**config.mk**
```make
export PLATFORM = sky130hd
export DESIGN_NAME = fetch_unit
export DESIGN_NICKNAME = d
export VERILOG_FILES = /design/src/rtl/fetch_unit.sv
export SDC_FILE = /design/constraint.sdc
export NUM_CORES = 1
export LEC_CHECK = 0
export ABC_AREA = 0
export CORE_AREA = 2 2 163 165
export DETAILED_ROUTE_END_ITERATION = 16
export DIE_AREA = 0 0 165 167
export SKIP_CTS_REPAIR_TIMING = 1
export SLEW_MARGIN = 10
export SYNTH_ARGS = -nofsm -noshare
export SYNTH_HDL_FRONTEND = slang
export SYNTH_SLANG_ARGS = --single-unit
```
**constraint.sdc**
```tcl
create_clock -name i_clk -period 8.6 [get_ports i_clk]
set_clock_uncertainty 0.1 [all_clocks]
set_input_delay 2.58 -clock i_clk [delete_from_list [all_inputs] [get_ports i_clk]]
set_output_delay 2.58 -clock i_clk [all_outputs]
set_load 0.02 [all_outputs]
```
**src/rtl/fetch_unit.sv**
```systemverilog
// Instruction-fetch stage: owns the PC, issues word reads to a 1-cycle synchronous
// instruction memory, and buffers {pc, instruction} pairs behind a valid/ready handshake.
module fetch_unit #(
  parameter int                    WORD_SIZE  = 32,
  parameter logic [WORD_SIZE-1:0]  RESET_PC   = '0,
  parameter int                    FIFO_DEPTH = 2
) (
  input  logic                 i_clk,
  input  logic                 i_rstn,
  output logic                 o_ImReq,
  output logic [WORD_SIZE-1:0] o_ImAddr,
  input  logic [WORD_SIZE-1:0] i_ImInstruction,
  output logic                 o_Valid,
  output logic [WORD_SIZE-1:0] o_Instruction,
  output logic [WORD_SIZE-1:0] o_Pc,
  input  logic                 i_Ready,
  input  logic                 i_Redirect,
  input  logic [WORD_SIZE-1:0] i_RedirectPc
);

  localparam int PTR_W = $clog2(FIFO_DEPTH);
  localparam int CNT_W = PTR_W + 1;
  // One extra bit so count + inflight never overflows before the compare.
  localparam int OCC_W = PTR_W + 2;

  logic [WORD_SIZE-1:0] pc_q;
  logic [WORD_SIZE-1:0] req_pc_q;
  logic                 inflight_q;
  logic                 first_q;

  logic [WORD_SIZE-1:0] fifo_pc    [FIFO_DEPTH];
  logic [WORD_SIZE-1:0] fifo_instr [FIFO_DEPTH];
  logic [PTR_W-1:0]     rd_ptr_q;
  logic [PTR_W-1:0]     wr_ptr_q;
  logic [CNT_W-1:0]     count_q;

  logic                 pop;
  logic                 push;
  logic [OCC_W-1:0]     occupancy;
  logic                 unused_redirect_lsbs;

  // Low address bits of a redirect target are ignored; words are always aligned.
  assign unused_redirect_lsbs = ^i_RedirectPc[1:0];

  // A redirect or reset hides the head so nothing is consumed while the buffer flushes.
  assign o_Valid       = i_rstn & ~i_Redirect & (count_q != '0);
  assign o_Instruction = fifo_instr[rd_ptr_q];
  assign o_Pc          = fifo_pc[rd_ptr_q];

  assign pop  = o_Valid & i_Ready;
  assign push = i_rstn & inflight_q & ~i_Redirect;

  // Entries owned after this cycle; crediting the pop keeps one fetch per cycle at depth 2.
  assign occupancy = OCC_W'(count_q) + OCC_W'(inflight_q) - OCC_W'(pop);

  assign o_ImReq  = i_rstn & ~first_q & ~i_Redirect & (occupancy < OCC_W'(FIFO_DEPTH));
  assign o_ImAddr = {2'b00, pc_q[WORD_SIZE-1:2]};

  // NOTE: all state below uses non-blocking assignments so every register samples
  // pre-edge values; blocking here would let later statements see updated state.
  always_ff @(posedge i_clk) begin
    if (!i_rstn) begin
      pc_q       <= {RESET_PC[WORD_SIZE-1:2], 2'b00};
      req_pc_q   <= '0;
      inflight_q <= 1'b0;
      first_q    <= 1'b1;
    end else begin
      first_q    <= 1'b0;
      inflight_q <= o_ImReq;
      if (i_Redirect) begin
        pc_q <= {i_RedirectPc[WORD_SIZE-1:2], 2'b00};
      end else if (o_ImReq) begin
        req_pc_q <= pc_q;
        pc_q     <= pc_q + WORD_SIZE'(4);
      end
    end
  end

  always_ff @(posedge i_clk) begin
    if (!i_rstn) begin
      rd_ptr_q <= '0;
      wr_ptr_q <= '0;
      count_q  <= '0;
    end else if (i_Redirect) begin
      rd_ptr_q <= '0;
      wr_ptr_q <= '0;
      count_q  <= '0;
    end else begin
      if (push) wr_ptr_q <= wr_ptr_q + PTR_W'(1);
      if (pop)  rd_ptr_q <= rd_ptr_q + PTR_W'(1);
      count_q <= count_q + CNT_W'(push) - CNT_W'(pop);
    end
  end

  // NOTE: the buffer storage has no reset; count_q alone decides which entries are
  // meaningful, and leaving the array unreset lets it map onto plain flops or LUT RAM.
  always_ff @(posedge i_clk) begin
    if (push) begin
      fifo_pc[wr_ptr_q]    <= req_pc_q;
      fifo_instr[wr_ptr_q] <= i_ImInstruction;
    end
  end

endmodule
```
# Word-level counts from Yosys, hierarchy flattened
# Memories as Yosys holds them, arrays and structs flattened. A register that Yosys moved wholly into a read port is not among the register bits.
# Cells that the tools add are included.
# Widths: inputs -> output; s select.
dict set report word_totals {
  regBits 70
  ramBits 128
  input_bits 68
  out_inout_bits 98
  elab_cells 42
  memories 2
}
dict set report op_classes {
  n_addsub 7
  n_lt_le_gt_ge 1
  mux 9
  n_bitwise 11
  reduce_logical 4
}
# name words word_bits read_ports rd_ports_with_merged_regs write_ports line
set memory_table {}
lappend memory_table {fifo_instr 2 32 1 1 1 32} ;# logic [WORD_SIZE-1:0] fifo_instr [FIFO_DEPTH];
lappend memory_table {fifo_pc 2 32 1 1 1 31} ;# logic [WORD_SIZE-1:0] fifo_pc [FIFO_DEPTH];
# operator n
set ops {}
lappend ops {{$mux 32} 2}
lappend ops {{$add 32x3->32 const B} 1}
lappend ops {{$and 1x1->1} 8}
lappend ops {{$mux 1} 7}
lappend ops {{$reduce_bool 2->1} 2}
lappend ops {{$add 2x1->3} 1}
lappend ops {{$lt 3x2->1 const B} 1}
lappend ops {{$not 1->1} 3}
lappend ops {{$sub 3x1->3} 1}
lappend ops {{$add 1x1->1 const B} 2}
lappend ops {{$add 2x1->2} 1}
lappend ops {{$reduce_and 2->1} 1}
lappend ops {{$reduce_or 2->1} 1}
lappend ops {{$sub 2x1->2} 1}

# Longest topological paths before layout
# Gate-level depths: netlist of the first run.
dict set report depth {
  depth_word 9
  ltp_mapped 14
  depth_no_buf 12
}

# Worst setup path before layout of the first run
# OpenSTA, ideal clock, no wires.
dict set report synth_path {
  path_type {input to output}
  startpoint {in i_rstn}
  endpoint {out o_ImReq}
  t_arrival_ns 5.309
  required_time_ns 5.920
  setup_slack_ns 0.611
  cell_stages 11
  path_buffers 2
  cell_sequence {clkbuf_1 -> nand2b_1 -> nor2_1 -> and2_1 -> ha_1 -> nand2b_1 -> fa_1 -> and4bb_2 -> nand2_1 -> clkinv_1 -> buf_1}
}
dict set report synth_via {
  elab_chain_cells 6
  elab_cells_between_ends 8
  cone_classes {add/sub (1); order compare (1); bitwise (6)}
}
# element line
set synth_rtl {}
lappend synth_rtl {{start: declaration} 9} ;# input logic i_rstn,
lappend synth_rtl {{$and 1x1->1 (2 in series)} 46} ;# assign o_Valid = i_rstn & ~i_Redirect & (count_q != '0);
lappend synth_rtl {{net o_Valid} 13} ;# output logic o_Valid,
lappend synth_rtl {{$and 1x1->1} 50} ;# assign pop = o_Valid & i_Ready;
lappend synth_rtl {{net pop} 37} ;# logic pop;
lappend synth_rtl {{$sub 3x1->3} 54} ;# assign occupancy = OCC_W'(count_q) + OCC_W'(inflight_q) - OCC_W'(pop);
lappend synth_rtl {{$lt 3x2->1} 56} ;# assign o_ImReq = i_rstn & ~first_q & ~i_Redirect & (occupancy < OCC_W'(FIFO_DEPTH));
lappend synth_rtl {{$and 1x1->1} 56}
lappend synth_rtl {{end: declaration} 10} ;# output logic o_ImReq,
# The timed path passes the listed nets, and every way through them passes these cells.

# Worst setup path after layout of the first run
dict set report layout_path {
  startpoint {in i_Redirect}
  endpoint {out o_ImReq}
}
dict set report layout_via {
  elab_chain_cells 7
  elab_cells_between_ends 8
  cone_classes {add/sub (1); order compare (1); bitwise (6)}
}
# element line
set layout_rtl {}
lappend layout_rtl {{start: declaration} 17} ;# input logic i_Redirect,
lappend layout_rtl {{$not 1->1 (no source line)} --}
lappend layout_rtl {{$and 1x1->1 (2 in series)} 46}
lappend layout_rtl {{$and 1x1->1} 50}
lappend layout_rtl {{net pop} 37}
lappend layout_rtl {{$sub 3x1->3} 54}
lappend layout_rtl {{$lt 3x2->1} 56}
lappend layout_rtl {{$and 1x1->1} 56}
# The timed path passes the listed nets, and every way through them passes these cells.

==> results.toml, run 1 <==
[worst_setup_path]
r2r-start = "count_q[1]"
worst_path_largest_cell_delay_ps = 610
reg2reg_to = "pc_q[31]"
arrival_ps = 5540
r2r_slack_ps = 5010
rr_worst_depth = 11
path_max_fanout = 3
critPathTopFamily = "buffers and inverters"
cp_slowest_cell = "clkdlybuf4s50_1"
start_kind = "input pin"
end_kind = "primary output"
required_ps = 5920
worst-setup-path-type = "in -> out"
crit_chain = "clkdlybuf4s50_1, nand2b_1, nor2_1, and2_1, ha_1, nand2b_1, fa_1, and4bb_2, nand2_2, clkinv_1, clkdlybuf4s50_1"
worstSetupStartpoint = "i_Redirect"
path_buf_inv = 3

[logic_synthesis]
syn_avg_cell_area_sq_um = 13.16
ys_types = 47
syn_inst = 577
synthAdderAreaFrac_pct = 0.9229
synth_top_family_by_area = "simple AND/OR/NAND/NOR gates"
synth_seq_cells = 191
synth_xor_xnor_area_share_pct = 2.769
syn_area_sq_um = 7592
synth-seq-area-share_pct = 66.71
synth-simple-area-share_pct = 10.51
synth_compound_area_share_pct = 6.493
yosys_warnings = 0
synthMuxAreaShare_pct = 10.05

[timing]
finalHoldViolCount = 0
slew_headroom_pct = 33.76
worst_pin_slew_ps = 993.1
tns_ps = 0
max_freq_mhz = 121.6
rsz0062_at_grt = "false"
finalCritPeriodShare_pct = 95.64
drv_slew = 0
setup_violations = 0
setup_ws_ps = 375.3
period_minus_slack_ps = 8225

[floorplanning]
initial_core_util_pct = 29.47
die_area_sq_um = 27560
pin_count = 166
rows = 59
core_area_sq_um = 25760
die_w_um = 165
die_y_um = 167

[routing]
route.met2.wl_mm = 8.952
wl_met3_mm = 1.197
finalWirelength_mm = 18.64
drc = 0
dr.first_iter.drc_count = 276
dr.pass1.iters = 4
vias_per_cell = 4.585
m1WireLength_mm = 8.374
dr.max_layer_used = "met4"
antenna_left = 0
wl_per_cell_um = 17.31
vias = 4938

[finish]
drive_gt1_share_pct = 14.84
final_area_sq_um = 10070
nets = 801
synthToLayoutAreaGrowth_pct = 32.66
final_util_pct = 39.09

[global_routing]
grt_pass1_wl_mm = 28.19
grt_overflow = 0
antenna_found_initial = 1
grt_use_total_pct = 13.53
grt_max_degree = 63
grt_pass1_vias = 4844

[placed_design]
io_buffers = 159
dp_hpwl_mm = 11.75
placed_cell_area_sq_um = 9527
gp_congestion = 0.6964
dp_slack_ps = 371.8

[clocking]
clockRootBuffer = "clkbuf_16"
htree_levels = 4
cts_tree = "yes"
cts_num_sinks = 191
insertion_delay_ps = 420
clkTransAtPathRegs_ps = 70
cts_buffers = 17
ctsLongestPathBuffers = 2

[min_path]
hold_path_class = "reg -> reg"
holdPathEnd = "fifo_pc[1][12]"
hold_depth = 0
hold_path.startpoint = "req_pc_q[12]"

[power_and_ir_drop]
ir_worst_vdd_mv = 0.1184
power.leakage_nw = 3.458
power_density_nw_per_um2 = 184.8

[outcome]
status = "complete, no violations"

[flow_run]
max_cap_viol_count = 0
[cell type report]
type,instances,area [sq um]
fillers,2477,15690
flip-flops and latches,191,5069
multi-input cells,344,2365
repair buffers,166,1644
clock buffers,19,432.9
well taps,335,419.2
clock inverters,13,110.1
inverters,8,30.03
diodes,1,2.502
[worst max path at each step]
stage / slack, ps / end / cells after the start
after floorplan: 610 / o_ImReq / 11
after global placement: 400 / o_ImReq / 11
after detailed placement: 370 / o_ImReq / 11
after CTS: 370 / o_ImReq / 11
after global routing: 200 / o_ImReq / 11
final: 380 / o_ImReq / 11
[worst reg2reg max path: stages, from the launching register on]
cell and delay (ps):
dfxtp_1 440, nor2_1 80, nor2_1 130, and2_1 220, ha_1 250, nand2b_1 150
fa_1 380, xnor2_1 290, and3b_1 760, nand2_1 150, or4_1 420, a31oi_1 150
[state kept, by name, indices dropped and copies added, names as in the netlist, named ones only]
register and count:
pc_q 30, wr_ptr_q 1, fifo_instr 64, count_q 2, fifo_pc 60, rd_ptr_q 1, first_q 1, req_pc_q 30
inflight_q 1
[logic make-up (layout without fill, tap and decap cells)]
logic type,Yosys count,after routing
fa+ha+maj,5,5
flops,191,191
simple gates,158,158
other cells,1,5
xor+xnor,24,24
compound gates,85,85
buf+inv,45,206
mux,68,68
[power by group]
part	internal [W]	switching, W
sequential	0.000987	0.0000192
combinational	0.0000635	0.0000607
clock	0.000377	0.000354
[metrics by stage]
step	hold slack, ps	cells	power, W
global placement	330.4	1044	0.001150
global route	363.8	1076	0.001939
floorplan	325.4	580	0.001079
CTS	354.7	1076	0.001888
detailed placement	336.8	1044	0.001152
finish	354.3	1077	0.001861
[cell usage after synthesis (all sizes together)]
library cell  instances  share of area [%]
a41o                  1               0.13
nand4                17                1.5
o31ai                 2               0.20
o21a                  2               0.20
o21ai                10               0.66
conb                  1              0.049
xor2                 16                1.8
fa                    1               0.26
nand2                77                3.8
a2bb2oi               1               0.12
o22ai                 6               0.49
clkinv                1              0.049
xnor2                 8               0.92
dfxtp                67                 18
clkbuf               26                1.3
a41oi                 2               0.23
and3                 11               0.91
and4                  4               0.46
edfxtp              124                 49
buf                  11               0.81
nand2b                8               0.66
a21oi                48                3.2
a211oi                2               0.20
or4                   1              0.099
inv                   7               0.35
nand3                 9               0.66
and2                 11               0.91
a31oi                 6               0.49
nor2                 13               0.64
mux2                 66                9.8
mux2i                 2               0.26
and3b                 1               0.12
or3                   1              0.082
and4bb                1               0.16
nor4                  2               0.36
o211a                 2               0.26
ha                    4               0.66
o31a                  1               0.12
a311oi                2               0.23
nand3b                1              0.099
nor3                  1              0.066
[cells in the final DEF (no fill, tap or decap), drive strengths merged, types with 2 or more instances in the layout]
cell type | netlist | routed
ha | 4 | 4
nor4 | 2 | 2
dfxtp | 67 | 67
nor2 | 13 | 13
inv | 7 | 10
nand2 | 77 | 77
o31ai | 2 | 2
edfxtp | 124 | 124
clkdlybuf4s50 | 0 | 159
and4 | 4 | 4
conb | 1 | 4
xnor2 | 8 | 8
and3 | 11 | 11
a31oi | 6 | 6
o211a | 2 | 2
a21oi | 48 | 48
clkbuf | 26 | 19
o21ai | 10 | 10
nand3 | 9 | 9
buf | 11 | 7
o21a | 2 | 2
and2 | 11 | 11
a41oi | 2 | 2
o22ai | 6 | 6
clkinv | 1 | 10
a311oi | 2 | 2
mux2i | 2 | 2
nand2b | 8 | 8
xor2 | 16 | 16
mux2 | 66 | 66
nand4 | 17 | 17
a211oi | 2 | 2
[per-layer routing]
metal | vias to the layer above | GRT usage (%)
met3 | 9 | 3.537
met1 | 2385 | 17.66
met2 | 146 | 22.66
met5 | - | 0
li1 | 2398 | -
met4 | 0 | 2.609
(Power assumes the default switching activity.)
==> run 2: changes to the inputs <==
--- a/config.mk
+++ b/config.mk
@@ -5,10 +5,10 @@
 export SDC_FILE = /design/constraint.sdc
 export NUM_CORES = 1
 export LEC_CHECK = 0
-export ABC_AREA = 0
-export CORE_AREA = 2 2 163 165
+export ABC_AREA = 1
+export CORE_AREA = 2 2 168 170
 export DETAILED_ROUTE_END_ITERATION = 16
-export DIE_AREA = 0 0 165 167
+export DIE_AREA = 0 0 170 172
 export SKIP_CTS_REPAIR_TIMING = 1
 export SLEW_MARGIN = 10
 export SYNTH_ARGS = -nofsm -noshare
==> run 2 against run 1 <==
Via count up 18%. Highest routed layer unchanged. Cell area increased by 5.3%. Largest cell class unchanged. Area after synthesis rose by 6.8%. Critical path type unchanged. Largest power group unchanged.
==> results.toml, run 2 <==
[worst_setup_path]
reg2reg_to = "pc_q[8]"
required_ps = 5920
arrival_ps = 5430
rr_worst_depth = 18
worst-setup-path-type = "in -> out"
r2r_slack_ps = 5090
end_kind = "primary output"
worstSetupStartpoint = "i_rstn"
r2r-start = "count_q[1]"
start_kind = "input pin"
path_max_fanout = 6

[logic_synthesis]
synth-seq-area-share_pct = 62.45
yosys_warnings = 0
synth_top_area_share_pct = 45.91
synth_largest_area_cell = "edfxtp_1"
async_flop_share_pct = 0
syn_inst = 776
synth-edff-count = 124
ys_types = 36
yosysMostFrequentCell = "nand2_1"
syn_avg_cell_area_sq_um = 10.45
synth_seq_cells = 191
synth_area_leaders = "edfxtp_1 (46%), dfxtp_1 (17%), mux2_2 (8.6%)"
syn_area_sq_um = 8110
synth_ff_type = "edfxtp_1"
synthTopCellsByCount = "nand2_1 (153), edfxtp_1 (124), nor2_1 (88), inv_1 (79), dfxtp_1 (67)"

[finish]
largest_reg_flops = 64
layout_common_cells = "clkdlybuf4s50_1 (159), nand2_1 (153), edfxtp_1 (124), nor2_1 (86), inv_1 (79)"
multi_input_area_sq_um = 2575
drive_gt1_share_pct = 12.49
fillers = 2711
synthToLayoutAreaGrowth_pct = 30.76
regArea_sq_um = 5066
top_register = "fifo_instr"
nets = 1005
diodes = 0
final_area_sq_um = 10610
reg_top3 = "fifo_instr (64), fifo_pc (60)"
final_common_cell = "clkdlybuf4s50_1"

[placed_design]
io_buffers = 159
gp_congestion = 0.8738
dp_hpwl_mm = 13.77
placed_cell_area_sq_um = 10040

[clocking]
ctsLongestPathBuffers = 2
cts_buffers = 17
clockRootBuffer = "clkbuf_16"
clkTransAtPathRegs_ps = 60
htree_levels = 4
cts_num_sinks = 191
insertion_delay_ps = 430
cts_tree = "yes"

[routing]
wl_per_cell_um = 15.59
vias_per_cell = 4.501
drc = 0
dr.first_iter.drc_count = 470
finalWirelength_mm = 20.13
antenna_left = 0
vias = 5811
dr.pass1.iters = 5

[global_routing]
antenna_found_initial = 0
grt_max_degree = 63
grt_use_total_pct = 13.75
grt_pass1_vias = 5515
grt_pass1_wl_mm = 30.39
grt_overflow = 0

[outcome]
status = "complete, no violations"

[timing]
period_minus_slack_ps = 8112
setup_violations = 0
worst_pin_slew_ps = 1114
finalCritPeriodShare_pct = 94.32
slew_headroom_pct = 25.65
drv_slew = 0
rsz0062_at_grt = "false"
finalHoldViolCount = 0
max_freq_mhz = 123.3
tns_ps = 0

[power_and_ir_drop]
power_density_nw_per_um2 = 179.7
ir_worst_vdd_mv = 0.1389
power.leakage_nw = 3.926

[floorplanning]
die_area_sq_um = 29240
rows = 61
initial_core_util_pct = 29.52
die_y_um = 172
pin_count = 166
core_area_sq_um = 27480
die_w_um = 170

[min_path]
hold_path_class = "reg -> reg"
hold_depth = 0
holdPathEnd = "fifo_pc[0][11]"
hold_path.startpoint = "req_pc_q[11]"

[flow_run]
max_cap_viol_count = 0
run 2: changes by cell type after synthesis, sizes merged, moves of 8 or more:
cell,change
nor2,+82
buf,+11
xor2,-15
a21oi,-26
and3,-11
o21ai,+16
nand4,-15
inv,+74
nand3,+54
nand2,+78
clkbuf,-15
and2,-8
nand2b,-8
nor3,+10
run 2: cell type report:
type	instances	area share (%)
inverters	85	3.008
flip-flops and latches	191	47.77
clock inverters	14	1.144
repair buffers	167	15.57
well taps	346	4.082
clock buffers	18	4.141
multi-input cells	470	24.28
run 2: layer usage:
layer / track usage [%] / wire (um) / up-vias / share of wire [%]
li1: - / - / 2906 / -
met1: 18.37 / 9578 / 2712 / 48
met2: 22.32 / 9123 / 176 / 45
met3: 3.525 / 1180 / 17 / 5.9
met4: 3.530 / 249 / 0 / 1.2
met5: 0 / 0 / - / 0
run 2: cell families after synthesis:
kind of cell / share of synthesized area, %
multiplexers: 8.608
AO/OA/AOI/OAI: 4.212
flip-flops: 62.45
adder cells (fa/ha/maj): 0.8640
AND/OR/NAND/NOR: 17.26
other: 0.04624
XOR/XNOR: 0.4320
buffers and inverters: 6.124
run 2: critical path: stages:
cell             delay (ps)
clkdlybuf4s50_1         530
nand2_2                 140
nor2_1                  170
nand2_1                  70
inv_1                   140
ha_1                    260
inv_1                    50
nand2_1                  50
fa_1                    370
xnor2_1                 290
nand2_4                  70
inv_2                    70
clkdlybuf4s50_1         620
run 2: power by group:
| group | total, W | switching (W) | internal [W] |
|---|---|---|---|
| clock network | 0.000751 | 0.000363 | 0.000388 |
| registers | 0.00101 | 0.0000202 | 0.000993 |
| logic | 0.000142 | 0.0000757 | 0.0000663 |
| total | 0.00191 | 0.000459 | 0.00145 |
run 2: per-stage QoR:
step | total power, W | std cells | setup WS, ps | utilization (%) | hold WS [ps]
global route | 0.001982 | 1291 | 224.5 | 38.60 | 371.4
CTS | 0.001929 | 1291 | 433.5 | 38.60 | 351.0
finish | 0.001906 | 1291 | 488.2 | 38.60 | 351.9
global placement | 0.001174 | 1259 | 465.6 | 36.56 | 329.7
detailed placement | 0.001177 | 1259 | 455.8 | 36.56 | 333.4
floorplan | 0.001100 | 779 | 1185 | - | 320.3
run 2: worst max-delay path by stage:
stage               slack [ps]      end
floorplan                 1180  o_ImReq
global placement           470  o_ImReq
detailed placement         460  o_ImReq
CTS                        430  o_ImReq
global route               220  o_ImReq
finish                     490  o_ImReq
